`src/rtl/wb_port_arbiter_if.sv`:
```
// Writeback port bundle: pipeline writeback, long-unit results, hazard query
// and the registered register-file write port.
interface wb_port_arbiter_if #(
  parameter int AW = 5,
  parameter int DW = 32
);
  logic          pipe_wen;
  logic [AW-1:0] pipe_waddr;
  logic [DW-1:0] pipe_wdata;
  logic          pipe_stall;
  logic          lu_valid;
  logic [AW-1:0] lu_waddr;
  logic [DW-1:0] lu_wdata;
  logic          lu_ready;
  logic [AW-1:0] query_addr;
  logic          query_hit;
  logic          rf_wen;
  logic [AW-1:0] rf_waddr;
  logic [DW-1:0] rf_wdata;

  modport slave (
    input  pipe_wen, pipe_waddr, pipe_wdata, lu_valid, lu_waddr, lu_wdata, query_addr,
    output pipe_stall, lu_ready, query_hit, rf_wen, rf_waddr, rf_wdata
  );

  modport master (
    output pipe_wen, pipe_waddr, pipe_wdata, lu_valid, lu_waddr, lu_wdata, query_addr,
    input  pipe_stall, lu_ready, query_hit, rf_wen, rf_waddr, rf_wdata
  );
endinterface

```
`src/rtl/wb_port_arbiter.sv`:
```
// Single register-file write port shared by the in-order writeback and a
// long-latency unit buffered in a 2-entry FIFO; stalls the pipe to drain it.
module wb_port_arbiter #(
  parameter int DEPTH = 2,
  parameter int AW    = 5,
  parameter int DW    = 32
) (
  input  logic               clock,
  input  logic               reset_n,
  wb_port_arbiter_if.slave   bus
);
  localparam logic [1:0] FULL = 2'(DEPTH);

  typedef enum logic {NORMAL = 1'b0, DRAIN = 1'b1} state_t;
  state_t state, state_nxt;

  logic [DEPTH-1:0] ent_vld;
  logic [AW-1:0]    ent_addr [DEPTH];
  logic [DW-1:0]    ent_data [DEPTH];
  logic [DEPTH-1:0] ent_hit;
  logic             rd_ptr, wr_ptr;
  logic [1:0]       count, count_nxt;

  logic             grant_pipe, pop, push, squash, stall;
  logic             rf_wen_q;
  logic [AW-1:0]    rf_waddr_q;
  logic [DW-1:0]    rf_wdata_q;

  // Pipe wins whenever it is not being held; the FIFO only drains into idle slots.
  assign grant_pipe = (state == NORMAL) && bus.pipe_wen;
  assign pop        = !grant_pipe && (count != 2'd0);
  assign push       = bus.lu_valid && bus.lu_ready;
  assign squash     = grant_pipe && (bus.pipe_waddr != '0);
  assign count_nxt  = count + {1'b0, push} - {1'b0, pop};

  for (genvar i = 0; i < DEPTH; i++) begin : g_hit
    assign ent_hit[i] = ent_vld[i] && (ent_addr[i] == bus.query_addr);
  end

  assign bus.lu_ready   = (count < FULL);
  assign bus.query_hit  = (|ent_hit) && (bus.query_addr != '0);
  assign bus.pipe_stall = stall;
  assign bus.rf_wen     = rf_wen_q;
  assign bus.rf_waddr   = rf_waddr_q;
  assign bus.rf_wdata   = rf_wdata_q;

  always_ff @(posedge clock or negedge reset_n) begin
    if (!reset_n) state <= NORMAL;
    else          state <= state_nxt;
  end

  always_comb begin
    state_nxt = state;
    stall     = 1'b0;
    case (state)
      NORMAL: if (count_nxt == FULL) state_nxt = DRAIN;
      DRAIN: begin
        stall = 1'b1;
        if (count_nxt == 2'd0) state_nxt = NORMAL;
      end
      default: state_nxt = NORMAL;
    endcase
  end

  // Squash/pop clear slots before push fills one, so a same-cycle enqueue survives.
  always_ff @(posedge clock or negedge reset_n) begin
    if (!reset_n) begin
      ent_vld <= '0;
      rd_ptr  <= 1'b0;
      wr_ptr  <= 1'b0;
      count   <= 2'd0;
      for (int i = 0; i < DEPTH; i++) begin
        ent_addr[i] <= '0;
        ent_data[i] <= '0;
      end
    end else begin
      if (squash)
        for (int i = 0; i < DEPTH; i++)
          if (ent_addr[i] == bus.pipe_waddr) ent_vld[i] <= 1'b0;
      if (pop) begin
        ent_vld[rd_ptr] <= 1'b0;
        rd_ptr          <= ~rd_ptr;
      end
      if (push) begin
        ent_vld[wr_ptr]  <= 1'b1;
        ent_addr[wr_ptr] <= bus.lu_waddr;
        ent_data[wr_ptr] <= bus.lu_wdata;
        wr_ptr           <= ~wr_ptr;
      end
      count <= count_nxt;
    end
  end

  // Writes to $0 and squashed entries still use the slot but never assert rf_wen.
  always_ff @(posedge clock or negedge reset_n) begin
    if (!reset_n) begin
      rf_wen_q   <= 1'b0;
      rf_waddr_q <= '0;
      rf_wdata_q <= '0;
    end else if (grant_pipe) begin
      rf_wen_q   <= (bus.pipe_waddr != '0);
      rf_waddr_q <= bus.pipe_waddr;
      rf_wdata_q <= bus.pipe_wdata;
    end else if (pop) begin
      rf_wen_q   <= ent_vld[rd_ptr] && (ent_addr[rd_ptr] != '0);
      rf_waddr_q <= ent_addr[rd_ptr];
      rf_wdata_q <= ent_data[rd_ptr];
    end else begin
      rf_wen_q   <= 1'b0;
    end
  end
endmodule

```
`src/flat_wrapper.sv`:
```
// flat-port wrapper written by rule: the top's interface ports become plain ports
module wb_port_arbiter_flat 
#(
  parameter int DEPTH = 2,
  parameter int AW    = 5,
  parameter int DW    = 32
)
  (clock, reset_n, bus_pipe_wen, bus_pipe_waddr, bus_pipe_wdata, bus_lu_valid, bus_lu_waddr, bus_lu_wdata, bus_query_addr, bus_pipe_stall, bus_lu_ready, bus_query_hit, bus_rf_wen, bus_rf_waddr, bus_rf_wdata);
  wb_port_arbiter_if #(.AW(AW), .DW(DW)) bus_i ();
  input  logic clock;
  input  logic reset_n;
  input wire logic [$bits(bus_i.pipe_wen)-1:0] bus_pipe_wen;
  input wire logic [$bits(bus_i.pipe_waddr)-1:0] bus_pipe_waddr;
  input wire logic [$bits(bus_i.pipe_wdata)-1:0] bus_pipe_wdata;
  input wire logic [$bits(bus_i.lu_valid)-1:0] bus_lu_valid;
  input wire logic [$bits(bus_i.lu_waddr)-1:0] bus_lu_waddr;
  input wire logic [$bits(bus_i.lu_wdata)-1:0] bus_lu_wdata;
  input wire logic [$bits(bus_i.query_addr)-1:0] bus_query_addr;
  output wire logic [$bits(bus_i.pipe_stall)-1:0] bus_pipe_stall;
  output wire logic [$bits(bus_i.lu_ready)-1:0] bus_lu_ready;
  output wire logic [$bits(bus_i.query_hit)-1:0] bus_query_hit;
  output wire logic [$bits(bus_i.rf_wen)-1:0] bus_rf_wen;
  output wire logic [$bits(bus_i.rf_waddr)-1:0] bus_rf_waddr;
  output wire logic [$bits(bus_i.rf_wdata)-1:0] bus_rf_wdata;
  assign bus_i.pipe_wen = bus_pipe_wen;
  assign bus_i.pipe_waddr = bus_pipe_waddr;
  assign bus_i.pipe_wdata = bus_pipe_wdata;
  assign bus_i.lu_valid = bus_lu_valid;
  assign bus_i.lu_waddr = bus_lu_waddr;
  assign bus_i.lu_wdata = bus_lu_wdata;
  assign bus_i.query_addr = bus_query_addr;
  assign bus_pipe_stall = bus_i.pipe_stall;
  assign bus_lu_ready = bus_i.lu_ready;
  assign bus_query_hit = bus_i.query_hit;
  assign bus_rf_wen = bus_i.rf_wen;
  assign bus_rf_waddr = bus_i.rf_waddr;
  assign bus_rf_wdata = bus_i.rf_wdata;
  wb_port_arbiter #(.DEPTH(DEPTH), .AW(AW), .DW(DW)) u_core (.clock(clock), .reset_n(reset_n), .bus(bus_i));
endmodule
```
`config.mk`:
```
export PLATFORM = sky130hd
export DESIGN_NAME = wb_port_arbiter_flat
export DESIGN_NICKNAME = d
export VERILOG_FILES = /design/src/rtl/wb_port_arbiter_if.sv /design/src/rtl/wb_port_arbiter.sv /design/src/flat_wrapper.sv
export SDC_FILE = /design/constraint.sdc
export NUM_CORES = 1
export LEC_CHECK = 0
export CAP_MARGIN = 20
export CORE_ASPECT_RATIO = 1.25
export CORE_MARGIN = 3
export CORE_UTILIZATION = 51
export CTS_CLUSTER_SIZE = 10
export DETAILED_ROUTE_END_ITERATION = 7
export PLACE_DENSITY = 0.92
export SLEW_MARGIN = 20
export SYNTH_ARGS = -nofsm -noshare
export SYNTH_HDL_FRONTEND = slang
export SYNTH_SLANG_ARGS = --single-unit
```
`constraint.sdc`:
```
create_clock -name clock -period 2.4 [get_ports clock]
set_clock_uncertainty 0.1 [all_clocks]
set_input_delay 0.24 -clock clock [delete_from_list [all_inputs] [get_ports clock]]
set_output_delay 0.24 -clock clock [all_outputs]
set_load 0.02 [all_outputs]
```
==> results of run 1 <==
## layer usage
metal	wire [µm]	up-vias	global-route usage (%)
met3	670	33	5.10
met2	6860	137	39.5
met1	5040	1987	26.2
met5	0	-	0
met4	361	0	11.3
li1	-	1864	-
## through the flow
stage | hold slack (ps) | std cells
6_report | 283 | 729
5_1_grt | 296 | 729
3_3_place_gp | 159 | 697
4_1_cts | 274 | 729
3_5_place_dp | 180 | 697
2_1_floorplan | -156 | 465
## where the power goes
group	switching (mW)	internal, mW
Sequential	0.819	3.06
Clock	0.851	1.51
Combinational	2.13	2.31
Total	3.80	6.89
## cell type report
type                            instances  area, µm²  area share (%)
Multi-Input combinational cell        314       2350            31.7
Clock buffer                           22        484            6.53
Timing Repair Buffer                  133       1360            18.3
Sequential cell                       119       2980            40.2
Inverter                                3       11.3           0.152
Tap cell                              129        161            2.18
Clock inverter                          9       75.1            1.01
## timing repair
item / CTS / global route
endpoints found under the hold margin: 42 / 0
setup buffers: 0 / 0
resized for setup: 1 / 0
hold buffers: 1 / 0
endpoints found under the setup margin: 1 / 0
## cells by family (layout without fill, tap and decap cells)
| group | after synthesis | after routing | synth area share, % |
|---|---|---|---|
| DFF | 119 | 119 | 54.2 |
| muxes | 114 | 114 | 23.1 |
| and+or+nand+nor | 93 | 93 | 7.26 |
| AOI/OAI and AO/OA | 82 | 82 | 7.85 |
| buffers and inverters | 32 | 167 | 3.46 |
| xor gates and xnor gates | 23 | 23 | 3.66 |
| adders and majority gates | 2 | 2 | 0.455 |
## state kept, by name (all words and copies together) (netlist names), named ones only
signal and count:
u_core.bus.rf_waddr 5, u_core.rd_ptr 1, u_core.ent_vld 2, u_core.wr_ptr 1
u_core.count 2, u_core.ent_data 64, u_core.ent_addr 10, u_core.bus.rf_wen 1
u_core.bus.rf_wdata 32
## critical path, stage by stage (launching register included)
cell,delay [ps]
dfrtp_1,450
xor2_1,170
nor4_1,300
nand3_1,110
a21oi_1,170
dlygate4sd2_1,350
## cell usage in the layout, fill, tap and decap left out, types with 2 or more instances in the layout
cell type,instances
ha_1,2
buf_4,6
clkinvlp_4,2
clkinv_2,6
mux2_2,58
nor2b_4,3
xnor2_1,6
o21ai_0,42
nand3_1,2
clkbuf_8,4
a21oi_1,34
clkdlybuf4s50_1,121
inv_1,3
buf_12,4
nor4_1,3
nor2_1,35
dfrtp_1,118
nand2_1,42
mux2_4,9
mux2i_1,37
clkbuf_16,17
mux2_1,10
xor2_1,17
or4_1,2
## final timing paths
path / startpoint / depth (start not counted) / slack [ps] / to
setup / recovery: u_core.ent_addr[4]$_DFFE_PN0P_ / 5 / 100 / bus_query_hit
hold / removal: bus_pipe_wdata[9] / 3 / 280 / u_core.bus.rf_wdata[9]$_DFFE_PN0P_
setup reg to reg: u_core.count[1]$_DFF_PN0_ / 8 / 370 / register
hold reg to reg: u_core.ent_data[31]$_DFFE_PN0P_ / 1 / 400 / u_core.ent_data[31]$_DFFE_PN0P_
max in group asynchronous: reset_n / 3 / 1150 / u_core.rd_ptr$_DFFE_PN0P_
min in group asynchronous: reset_n / 2 / 290 / u_core.bus.rf_wdata[29]$_DFFE_PN0P_
==> run_results.csv, run 1 <==
group,metric,value,unit
timing,hold_violations,0,
global_routing,grt_start_max_net_pins,78,
cts,clk_latency,400,ps
cts,cts-root-buf,"clkbuf_16",
synthesis,async_flop_share,100,%
timing,fin_crit,2300,ps
timing,finalCritPeriodShare,95.8,%
status,status,"finished clean",
cells_and_area,final_area,7410,µm²
cells_and_area,areaGrowthSynthToFinish,34.9,%
synthesis,synth.distinct_cells,32,
timing,fmax,435,MHz
synthesis,yosysTopAreaCell,"dfrtp_1",
die,row_count,41,
detailed_routing,vias,4021,
synthesis,yosysMostFrequentCell,"dfrtp_1",
global_routing,overflow,0,
timing,rsz0062_at_grt,"false",
synthesis,synth-seq-cells,119,
setup_path,crit_fanout,4,
detailed_routing,viasPerCell,5.52,
placement,placed_cell_area,6840,µm²
synthesis,ys_top_cells_by_count,"dfrtp_1 (119), mux2_2 (58), nand2_1 (43)",
setup_path,critPathArrivalTime,1960,ps
cells_and_area,utilization,71.9,%
detailed_routing,wirelength,12.9,mm
die,fp.coreArea,10300,µm²
synthesis,synth_top_flop_cell,"dfrtp_1",
timing,setup_ws,102,ps
detailed_routing,routedWlPerCell,17.7,µm
die,die_width,98.9,µm
setup_path,start_kind,"register",
detailed_routing,ant_nets,0,
global_routing,grt.total_usage,22.7,%
die,die_h,122,µm
cells_and_area,antenna_cells,0,
flow_run,drv_cap,0,
cts,htreeDepth,4,
timing,fin_setup_tns,0,ps
die,start_util,53.3,%
setup_path,path_class,"register to output port",
setup_path,endpoint_kind,"output port",
cts,clk_pin_slew,50,ps
synthesis,syn-num-nets,550,
setup_path,critical_path_required,2060,ps
cts,cts_tree,"yes",
placement,place_hpwl,8.67,mm
synthesis,ys_seq_area_share,54.2,%
synthesis,synth-edff-count,0,
timing,tightest_slew,776,ps
global_routing,grt_pass1_vias,4380,
synthesis,synth_warnings,0,
worst_hold_path,hp-class,"input port to register",
synthesis,synth_cells,465,
power_and_ir_drop,p_leak,3.20,nW
cells_and_area,final_nets,673,
cts,cts_made_buffers,17,
global_routing,grt_pass1_wl,21.5,mm
synthesis,postSynthAreaPerCell,11.8,µm²
placement,post-place-ws,-45.3,ps
cells_and_area,final.fill_count,694,
detailed_routing,drc,0,
detailed_routing,first_iter_violations,128,
die,io-pin-count,124,
timing,drv_slew,0,
die,die_area,12100,µm²
power_and_ir_drop,power,10.7,mW
cts,cts_sinks,119,
placement,io_buffers,123,
detailed_routing,first_pass_iters,5,
placement,place_congestion,0.800,
power_and_ir_drop,power_density,1440,nW/µm²
synthesis,synth.top_cells.by_area,"dfrtp_1 (54%), mux2_2 (12%), mux2i_1 (6.7%), o21ai_0 (3.8%), a21oi_1 (3.1%)",
power_and_ir_drop,ir_drop,0.826,mV
timing,setup_viol,0,
synthesis,syn_area,5500,µm²
cells_and_area,drive_gt1_share,19.2,%
global_routing,antenna_found_initial,0,
timing,relSlewSlack,48.3,%
cts,cts_buffer_depth,2,
synthesis,synth_top_area_share,54.2,%
Power figures use the tool's default switching activity.
==> run 2, diff against run 1 <==
PLACE_DENSITY = 0.81   (was 0.92)
==> run 2 against run 1 <==
Compared with the run above: via count fell by 1.8%; maximum frequency is 2.2% higher; cell count increased by 0.41%; highest routed layer unchanged; clock power grew 8.9%; flip-flop and latch count unchanged; global-route usage decreased by 0.48 points; power grew 1.6%; combinational power about the same; setup slack better by 50 ps; count of clock-buffer cells in the layout decreased by 3.
==> run_results.csv, run 2 (same netlist as run 1, synthesis figures left out) <==
group,metric,value,unit
setup_path,cp-startpoint,"u_core.ent_addr[4]$_DFFE_PN0P_",
power_and_ir_drop,clockPowerShare,23.7,%
placement,place_inst,699,
cells_and_area,multi_input_area,2350,µm²
power_and_ir_drop,internal_power,7.05,mW
placement,place_congestion,0.795,
cts,clk_pin_slew,50,ps
die,io-pin-count,124,
global_routing,grt_pass1_vias,4356,
detailed_routing,first_pass_iters,4,
timing,fmax,445,MHz
timing,finalCritPeriodShare,93.7,%
die,die_area,12100,µm²
die,die_width,98.9,µm
timing,fin_crit,2250,ps
cts,cts_tree,"yes",
setup_path,reg2reg_depth,8,
cts,post_cts_buffers,0,
power_and_ir_drop,power_density,1460,nW/µm²
global_routing,grt.total_usage,22.2,%
power_and_ir_drop,p_comb_share,41.0,%
worst_hold_path,hp-class,"input port to register",
timing,rsz0062_at_grt,"false",
cts,cts_sinks,119,
global_routing,grt_pass1_wl,21.0,mm
cts,htreeDepth,4,
setup_path,rrSetupSlack,330,ps
cts,cts-root-buf,"clkbuf_16",
placement,io_buffers,123,
die,start_util,53.3,%
global_routing,overflow,0,
timing,fin_setup_tns,0,ps
cells_and_area,final_nets,675,
detailed_routing,vias,3950,
cts,clk_latency,410,ps
timing,setup_viol,0,
setup_path,worstReg2RegStart,"u_core.count[1]$_DFF_PN0_",
flow_run,drv_cap,0,
power_and_ir_drop,power_frac_seq,35.3,%
setup_path,crit_path_end,"bus_query_hit",
setup_path,endpoint_kind,"output port",
global_routing,grt_start_max_net_pins,78,
timing,tightest_slew,684,ps
setup_path,path_class,"register to output port",
power_and_ir_drop,swShare,35.1,%
cells_and_area,utilization,72.4,%
cells_and_area,final_cells,732,
cells_and_area,areaGrowthSynthToFinish,35.8,%
setup_path,crit_fanout,4,
cells_and_area,final.fill_count,733,
cells_and_area,largest_reg_flops,64,
detailed_routing,first_iter_violations,122,
timing,relSlewSlack,54.4,%
power_and_ir_drop,ir_drop,1.00,mV
cells_and_area,layout_common_cells,"clkdlybuf4s50_1 (121), dfrtp_1 (118), mux2_2 (58)",
cells_and_area,register_area,2980,µm²
detailed_routing,wirelength,12.8,mm
timing,drv_slew,0,
global_routing,antenna_found_initial,0,
setup_path,critical_path_required,2060,ps
timing,hold_violations,0,
power_and_ir_drop,p_switching,3.81,mW
worst_hold_path,min_from,"bus_pipe_wdata[20]",
placement,place_hpwl,8.61,mm
cts,cts_made_buffers,17,
die,row_count,41,
detailed_routing,drc,0,
detailed_routing,ant_nets,0,
die,fp.coreArea,10300,µm²
detailed_routing,routedWlPerCell,17.5,µm
power_and_ir_drop,p_leak,3.22,nW
die,die_h,122,µm
cts,cts_buffer_depth,2,
cells_and_area,regMostFlops,"u_core.ent_data",
setup_path,start_kind,"register",
timing,holdWs,283,ps
status,status,"finished clean",
cells_and_area,layout_commonest_cell,"clkdlybuf4s50_1",
cells_and_area,drive_gt1_share,19.7,%
detailed_routing,viasPerCell,5.40,
setup_path,critPathArrivalTime,1910,ps
cells_and_area,antenna_cells,0,
-- run 2: timing repair --
| action | CTS | global route |
|---|---|---|
| gates resized for setup | 1 | 0 |
| hold endpoints to repair | 46 | 0 |
| hold buffers | 1 | 0 |
| setup endpoints to repair | 1 | 0 |
-- run 2: layer usage --
| layer | GRT usage (%) | routed length [µm] | share of wire [%] |
|---|---|---|---|
| met1 | 26.4 | 5220 | 41 |
| met2 | 37.9 | 6780 | 53 |
| met3 | 5.96 | 559 | 4.4 |
| met4 | 9.48 | 289 | 2.2 |
| met5 | 0 | 0 | 0 |
-- run 2: final cells by class --
| type | count | area share [%] |
|---|---|---|
| timing repair buffer | 135 | 18.2 |
| clock inverter | 13 | 2.06 |
| clock buffer | 19 | 6.07 |
| sequential | 119 | 39.9 |
| inverter | 3 | 0.151 |
| tap | 129 | 2.16 |
| multi-input combinational | 314 | 31.4 |
-- run 2: how the worst min path moves through the flow --
stage,to,cells after the start
floorplan,asynchronous set/reset pin,0
global placement,u_core.ent_data[57]$_DFFE_PN0P_,1
detailed placement,u_core.ent_data[25]$_DFFE_PN0P_,1
CTS,u_core.bus.rf_wdata[20]$_DFFE_PN0P_,3
global route,u_core.bus.rf_wdata[17]$_DFFE_PN0P_,3
finish,u_core.bus.rf_wdata[20]$_DFFE_PN0P_,3
-- run 2: power by group through the flow --
| stage | Combinational [mW] | Clock (mW) | Sequential, mW |
|---|---|---|---|
| after floorplan | 2.77 | 0 | 3.97 |
| after global placement | 4.31 | 0 | 3.76 |
| after detailed placement | 4.47 | 0 | 3.83 |
| after CTS | 4.51 | 2.61 | 3.83 |
| after global routing | 4.91 | 2.68 | 3.96 |
| final | 4.45 | 2.57 | 3.84 |
-- run 2: stage by stage --
stage / setup slack (ps) / area, µm² / power [mW]
floorplan: 312 / 5500 / 6.74
global placement: 56.1 / 6850 / 8.08
detailed placement: 7.88 / 6850 / 8.30
CTS: 149 / 7460 / 10.9
global route: 88.8 / 7460 / 11.6
finish: 152 / 7460 / 10.9
-- run 2: worst max-delay path, cell delays in order (launching register included) --
cell and delay [ps]:
dfrtp_1 440, xor2_1 180, nor4_1 270, nand3_1 100, a21oi_1 160, dlygate4sd2_1 350
==> run 3, diff against run 2 <==
CORE_ASPECT_RATIO = 1.5   (was 1.25)
GPL_TIMING_DRIVEN = 0   (was unset)
==> run 3 against run 2 <==
Compared with the run above: first-iteration DRC count is 12% higher; setup slack lost 55 ps; highest routed layer unchanged; combinational power is 6.1% higher; wire length is 8.1% higher; core utilization increased by 0.42 points; largest cell class unchanged; via count increased by 3.7%.
==> run_results.csv, run 3 (same netlist as run 1, synthesis figures left out) <==
group,metric,value,unit
status,status,"finished clean",
setup_path,start_kind,"register",
power_and_ir_drop,p_leak,3.26,nW
power_and_ir_drop,p_comb_share,43.6,%
cells_and_area,largest_reg_flops,64,
power_and_ir_drop,internal_power,6.99,mW
die,start_util,53.3,%
global_routing,antenna_found_initial,0,
cells_and_area,drive_gt1_share,19.4,%
cts,cts_made_buffers,17,
cells_and_area,layout_commonest_cell,"clkdlybuf4s50_1",
die,die_area,12100,µm²
cts,cts-root-buf,"clkbuf_16",
timing,finalCritPeriodShare,96.0,%
detailed_routing,routedWlPerCell,18.2,µm
cells_and_area,regMostFlops,"u_core.ent_data",
global_routing,grt_pass1_vias,4500,
cts,cts_sinks,119,
cts,htreeDepth,4,
timing,fmax,434,MHz
placement,place_inst,730,
detailed_routing,ant_nets,0,
die,die_width,90.8,µm
die,die_h,133,µm
cells_and_area,layout_common_cells,"clkdlybuf4s50_1 (121), dfrtp_1 (119), mux2_2 (58)",
cts,clk_pin_slew,50,ps
die,fp.coreArea,10300,µm²
timing,tightest_slew,567,ps
timing,relSlewSlack,62.2,%
detailed_routing,viasPerCell,5.38,
cts,post_cts_buffers,0,
setup_path,path_class,"register to register",
die,row_count,45,
cts,cts_tree,"yes",
timing,drv_slew,0,
cells_and_area,final.fill_count,730,
power_and_ir_drop,power_density,1450,nW/µm²
setup_path,critical_path_required,2580,ps
cells_and_area,antenna_cells,0,
power_and_ir_drop,p_switching,3.85,mW
cells_and_area,utilization,72.8,%
worst_hold_path,hp-class,"input port to asynchronous set/reset pin",
placement,place_hpwl,9.59,mm
power_and_ir_drop,ir_drop,0.865,mV
global_routing,grt.total_usage,23.6,%
detailed_routing,wirelength,13.9,mm
timing,setup_viol,0,
detailed_routing,first_pass_iters,4,
global_routing,grt_pass1_wl,22.3,mm
placement,io_buffers,123,
cts,cts_buffer_depth,2,
die,io-pin-count,124,
cts,clk_latency,400,ps
setup_path,crit_fanout,10,
power_and_ir_drop,power_frac_seq,34.7,%
detailed_routing,drc,0,
detailed_routing,first_iter_violations,137,
timing,hold_violations,0,
setup_path,critPathArrivalTime,2490,ps
setup_path,endpoint_kind,"register",
cells_and_area,areaGrowthSynthToFinish,36.4,%
global_routing,overflow,0,
cells_and_area,final_nets,694,
setup_path,reg2reg_depth,9,
detailed_routing,vias,4095,
power_and_ir_drop,clockPowerShare,21.8,%
global_routing,grt_start_max_net_pins,62,
timing,fin_crit,2300,ps
timing,holdWs,282,ps
power_and_ir_drop,swShare,35.5,%
timing,fin_setup_tns,0,ps
flow_run,drv_cap,0,
placement,place_congestion,0.864,
cells_and_area,final_cells,761,
[run 3: per-layer routing]
metal	vias to the layer above	part of all wire [%]	track usage (%)
met5	-	0	0
met4	0	2.0	9.71
met3	20	4.2	5.03
met2	109	55	43.5
met1	2072	39	26.2
li1	1894	-	-
[run 3: cell type report]
cell class,instances,area [µm²],share of cell area [%]
buffer,29,181,2.42
inverter,3,11.3,0.150
sequential,119,2980,39.7
clock inverter,3,40.0,0.534
timing repair buffer,125,1270,16.9
tap,141,176,2.35
multi-input combinational,314,2330,31.1
clock buffer,27,513,6.84
[run 3: final timing paths]
| kind | start | end | slack (ps) |
|---|---|---|---|
| max in group asynchronous | reset_n | u_core.bus.rf_wdata[24]$_DFFE_PN0P_ | 1250 |
| max | u_core.count[1]$_DFF_PN0_ | register | 100 |
| min in group clock | bus_pipe_wdata[10] | u_core.bus.rf_wdata[10]$_DFFE_PN0P_ | 290 |
| min reg2reg | u_core.ent_data[21]$_DFFE_PN0P_ | u_core.ent_data[21]$_DFFE_PN0P_ | 390 |
| min | reset_n | u_core.ent_addr[3]$_DFFE_PN0P_ | 280 |
| max reg2reg | u_core.count[1]$_DFF_PN0_ | register | 100 |
[run 3: repair_timing]
item / CTS / global route
setup endpoints to repair: 2 / 1
hold buffers: 1 / 0
gates cloned: 0 / 0
resized for setup: 2 / 1
endpoints found under the hold margin: 58 / 0
[run 3: critical path, stage by stage (launching register included)]
cell and delay (ps):
dfrtp_1 470, nor2_2 230, buf_4 210, nor2_1 100, ha_1 310, inv_1 40, ha_1 170, xnor2_1 130
xnor2_1 160, mux2_2 270
[run 3: metrics by stage]
| step | cell area [µm²] | worst slack (ps) | total power, mW |
|---|---|---|---|
| 2_1_floorplan | 5500 | 312 | 6.74 |
| 3_3_place_gp | 6900 | -3370 | 8.24 |
| 3_5_place_dp | 6930 | -115 | 8.43 |
| 4_1_cts | 7500 | 43.7 | 10.9 |
| 5_1_grt | 7500 | -13.4 | 11.5 |
| 6_report | 7500 | 96.6 | 10.8 |
[run 3: power by group through the flow]
| stage | clock network, mW | logic, mW | registers (mW) |
|---|---|---|---|
| after floorplan | 0 | 2.77 | 3.97 |
| after global placement | 0 | 4.55 | 3.69 |
| after detailed placement | 0 | 4.69 | 3.74 |
| after CTS | 2.39 | 4.77 | 3.73 |
| after global routing | 2.46 | 5.15 | 3.87 |
| final | 2.36 | 4.72 | 3.76 |
